<file path="src/rtl/fetch_sequencer.sv">
// Fetch/execute sequencer for the 4-bit processor microcode ROM: PC, instruction register, C/Z flags, phase.
// Optional FETCH_SINGLE_STEP_EN adds a synchronized step input that releases one instruction per rising edge.
module fetch_sequencer (
    input  logic        clk,
    input  logic        reset,
    input  logic        en,
`ifdef FETCH_SINGLE_STEP_EN
    input  logic        step,
`endif
    input  logic [7:0]  prog_data,
    input  logic [12:0] ctrl,
    input  logic        alu_c,
    input  logic        alu_z,
    output logic [11:0] pc,
    output logic [6:0]  rom_addr,
    output logic        rom_en,
    output logic [3:0]  oprnd,
    output logic        phase,
    output logic        c_flag,
    output logic        z_flag
);

    localparam logic PH_FETCH = 1'b0;
    localparam logic PH_EXEC  = 1'b1;

    logic [11:0] pc_q, pc_d;
    logic [7:0]  instr_q, instr_d;
    logic        phase_q, phase_d;
    logic        c_q, c_d;
    logic        z_q, z_d;
    logic        advance;
    logic        run_ok;

    // Only incPC, loadPC and loadFlags matter here; the rest steer the datapath.
    logic unused_ctrl;
    assign unused_ctrl = ^{ctrl[10], ctrl[8:0]};

`ifdef FETCH_SINGLE_STEP_EN
    logic step_meta_q, step_sync_q, step_prev_q;
    logic armed_q, armed_d;
    logic step_rise;

    assign step_rise = step_sync_q & ~step_prev_q;
    // Execute always completes; a new fetch needs an armed step.
    assign run_ok    = (phase_q == PH_EXEC) | armed_q;

    always_comb begin
        armed_d = armed_q;
        if (en && phase_q == PH_FETCH && armed_q)
            armed_d = 1'b0;
        else if (step_rise && !armed_q && phase_q == PH_FETCH)
            armed_d = 1'b1;
    end

    always_ff @(posedge clk or negedge reset) begin
        if (!reset) begin
            step_meta_q <= 1'b0;
            step_sync_q <= 1'b0;
            step_prev_q <= 1'b0;
            armed_q     <= 1'b0;
        end else begin
            step_meta_q <= step;
            step_sync_q <= step_meta_q;
            step_prev_q <= step_sync_q;
            armed_q     <= armed_d;
        end
    end
`else
    assign run_ok = 1'b1;
`endif

    assign advance = en & run_ok;

    // State register
    always_ff @(posedge clk or negedge reset) begin
        if (!reset) begin
            pc_q    <= 12'h000;
            instr_q <= 8'h00;
            phase_q <= PH_FETCH;
            c_q     <= 1'b0;
            z_q     <= 1'b0;
        end else begin
            pc_q    <= pc_d;
            instr_q <= instr_d;
            phase_q <= phase_d;
            c_q     <= c_d;
            z_q     <= z_d;
        end
    end

    // Next-state logic; loadPC takes priority over incPC
    always_comb begin
        pc_d    = pc_q;
        instr_d = instr_q;
        phase_d = phase_q;
        c_d     = c_q;
        z_d     = z_q;
        if (advance) begin
            phase_d = (phase_q == PH_FETCH) ? PH_EXEC : PH_FETCH;
            if (phase_q == PH_FETCH)
                instr_d = prog_data;
            if (ctrl[11])
                pc_d = {instr_q[3:0], prog_data};
            else if (ctrl[12])
                pc_d = pc_q + 12'd1;
            if (ctrl[9]) begin
                c_d = alu_c;
                z_d = alu_z;
            end
        end
    end

    // Outputs
    always_comb begin
        pc       = pc_q;
        rom_addr = {instr_q[7:4], c_q, z_q, phase_q};
        rom_en   = reset & advance;
        oprnd    = instr_q[3:0];
        phase    = phase_q;
        c_flag   = c_q;
        z_flag   = z_q;
    end

endmodule

</file>
<file path="config.mk">
export PLATFORM = sky130hd
export DESIGN_NAME = fetch_sequencer
export DESIGN_NICKNAME = d
export VERILOG_FILES = /design/src/rtl/fetch_sequencer.sv
export SDC_FILE = /design/constraint.sdc
export NUM_CORES = 1
export LEC_CHECK = 0
export CORE_AREA = 8 8 64 66
export CTS_CLUSTER_DIAMETER = 200
export DETAILED_ROUTE_END_ITERATION = 12
export DIE_AREA = 0 0 72 74
export PLACE_DENSITY = 0.76
export SYNTH_ARGS = -nofsm -noshare
export SYNTH_HDL_FRONTEND = slang
export SYNTH_SLANG_ARGS = --single-unit
</file>
<file path="constraint.sdc">
create_clock -name clk -period 1.9 [get_ports clk]
set_input_delay 0.38 -clock clk [delete_from_list [all_inputs] [get_ports clk]]
set_output_delay 0.38 -clock clk [all_outputs]
set_load 0.005 [all_outputs]
</file>
==> summary.txt <==
Timing
  – Hold Vio Cnt, Final: 0
  – Total negative slack: 0 ns
  – Min Tclk post-route: 1.841 ns
  – Tcrit/Tclk final: 0.9691
  – Worst Clk Skew: 0.004569 ns
  – Max-slew violation count: 0
  – RSZ-0062 raised after global routing: false
  – Slew HR: 0.7970
  – Final setup fails: 0
  – Fmax: 543.1 MHz
  – Worst-margin pin slew: 0.3045 ns

Die
  – Die Y: 74 um
  – Initial Utilization: 0.3806
  – Core area: 3179 um^2
  – Die Footprint: 5328 um^2
  – Row cnt: 21
  – Die width: 72 um
  – IO Count: 53

Detailed routing
  – Wire per inst: 15.97 um
  – Initial drt markers: 85
  – DRC: 0
  – Routed WL: 3338 um
  – DRT Pass-1 Iters: 4
  – Via count: 1092
  – Vias per std cell: 5.225
  – Antenna viol nets, final: 0

Global route
  – Initial antenna violation count: 0
  – Vias in the first global route: 1125
  – Global Route Usage Sum: 0.1298
  – Global-route wire length before repair: 5313 um
  – Pin count of the biggest net entering global routing: 24
  – GRT overflow: 0

Clock tree
  – CTS resizes: 0
  – Worst-skew pair later-pin latency: 0.32 ns
  – Post-CTS Setup Bufs: 0
  – Cts bufs inserted: 3
  – CTS max path bufs: 2
  – H-Tree Depth: 1
  – CTS root buf: clkbuf_4
  – CTS tree: built
  – Clock-pin slew on the worst setup and hold paths: 0.13 ns
  – CTS Hold Buffers Added: 0
  – Clock sink count: 23

Pwr
  – VDD IR max: 0.5189 mV
  – Power per cell area: 1059 nW/um^2
  – Power consumption: 1.826 mW
  – Leakage: 0.7242 nW

Min path
  – Min-Delay Path Class: input pin to async pin

Setup path
  – Critical Path Start Type: input pin
  – Critical path required time: 1.52 ns
  – CP arrival: 1.46 ns
  – Critical Path End Type: primary output
  – Critical path peak fanout: 2
  – Type of the worst setup path: input pin to primary output

Finish
  – Multi-input gate area: 561.8 um^2
  – Fill count: 297
  – P&R area growth vs syn: 42.61%
  – Layout cells sized above 1: 0.1718
  – Register area: 575.6 um^2
  – Antenna cell count: 0
  – Final net count: 191

Placement
  – Final Wtd Congestion: 0.8626
  – Port buffer count: 42
  – Post-DP HPWL: 2554 um

Synthesis
  – Sequential element share of the synthesized area: 0.4757
  – Syn_nets: 144
  – Synthesized area per cell: 10.34 um^2
  – Mapped Area: 1210 um^2
  – Post-synth EDFFs: 0
  – Synth warn: 0
  – Cells after Synth: 117
  – Synth Flop Type: dfrtp_1
  – Seq cells post-synth: 23
  – Unique masters post-synth: 35
  – Post-synth ARST share: 1.000

Job
  – Max Cap Viol: 0

Outcome
  – Status: complete, no violations
worst paths after layout:
check / startpoint / endpoint / slack, ns / cells past startpoint
hold / removal: reset / pc[10] / 0.43 / 2
max in group asynchronous: reset / pc[5] / 1.24 / 2
setup / recovery: reset / rom_en / 0.06 / 3
hold reg to reg: instr_q[4] / instr_q[4] / 0.52 / 1
min in group clk: instr_q[4] / instr_q[4] / 0.52 / 1
setup reg to reg: pc[0] / pc[10] / 0.28 / 5
cell families (layout without fill, tap and decap cells):
group,count (synthesis),count (layout),synth area share
and+or+nand+nor,36,36,0.1593
AOI/OAI and AO/OA,30,30,0.1572
DFF,23,23,0.4757
muxes,14,14,0.1303
buffers and inverters,12,58,0.05997
adders and majority gates,1,1,0.01034
xor gates and xnor gates,1,1,0.007240
registers in the layout, summed over array words and instances (netlist names):
register	flops
c_flag	1
instr_q	8
pc	12
phase	1
z_flag	1
synthesized netlist by cell type, types with 2 or more instances:
cell | n | area [um^2]
dfrtp_1 | 23 | 575.6
a21oi_1 | 10 | 50.05
mux2_2 | 10 | 112.6
nand2_1 | 10 | 37.54
o21ai_0 | 7 | 35.03
nor2_1 | 6 | 22.52
buf_2 | 4 | 20.02
buf_4 | 4 | 30.03
nand3_1 | 4 | 20.02
o22ai_1 | 4 | 25.02
and3_1 | 3 | 18.77
mux2i_1 | 3 | 30.03
nand4_1 | 3 | 18.77
and2_1 | 2 | 12.51
and4_1 | 2 | 17.52
o21a_1 | 2 | 15.01
o32a_1 | 2 | 20.02
worst max-delay path, cell delays in order:
cell,delay (ns)
clkdlybuf4s50_1,0.47
and2_1,0.12
clkdlybuf4s50_1,0.49
area by class of cell:
type	count	area share
Tap cell	46	0.03336
Inverter	2	0.004351
Clock buffer	3	0.01305
Sequential cell	23	0.3336
Timing Repair Buffer	52	0.2872
Clock inverter	1	0.002901
Multi-Input combinational cell	82	0.3256
power by group:
group | switching, mW | leakage [nW] | internal [mW]
sequential | 0.160 | 0.269 | 0.653
clock | 0.154 | 0.0177 | 0.0789
combinational | 0.260 | 0.438 | 0.521
total | 0.574 | 0.724 | 1.25
metrics by stage:
step	hold slack [ns]	utilization	worst slack, ns	cell area, um^2	instances
floorplan	0.08441	-	0.4446	1210	117
global placement	0.4918	0.5340	0.05133	1698	205
detailed placement	0.4992	0.5340	0.05023	1698	205
CTS	0.4285	0.5427	0.05023	1725	209
global route	0.4289	0.5427	0.01636	1725	209
finish	0.4272	0.5427	0.05874	1725	209
placed cells by master (no fill, tap or decap), types with 3 or more instances in the layout:
master,synthesis,routed
nand2_1,10,10
nand4_1,3,3
nor2_1,6,6
o22ai_1,4,4
mux2i_1,3,3
dfrtp_1,23,23
mux2_2,10,10
buf_4,4,10
a21oi_1,10,10
o21ai_0,7,7
nand3_1,4,4
clkdlybuf4s50_1,0,42
clkbuf_4,0,3
and3_1,3,3
per-layer routing:
metal,global-route usage,wire length [um],vias to the layer above
met4,0.08844,102,0
met5,0,0,-
met2,0.2227,1697,27
met3,0.02156,117,9
met1,0.1459,1420,540
li1,-,-,516
No activity file was read; power rests on OpenSTA's default activity.
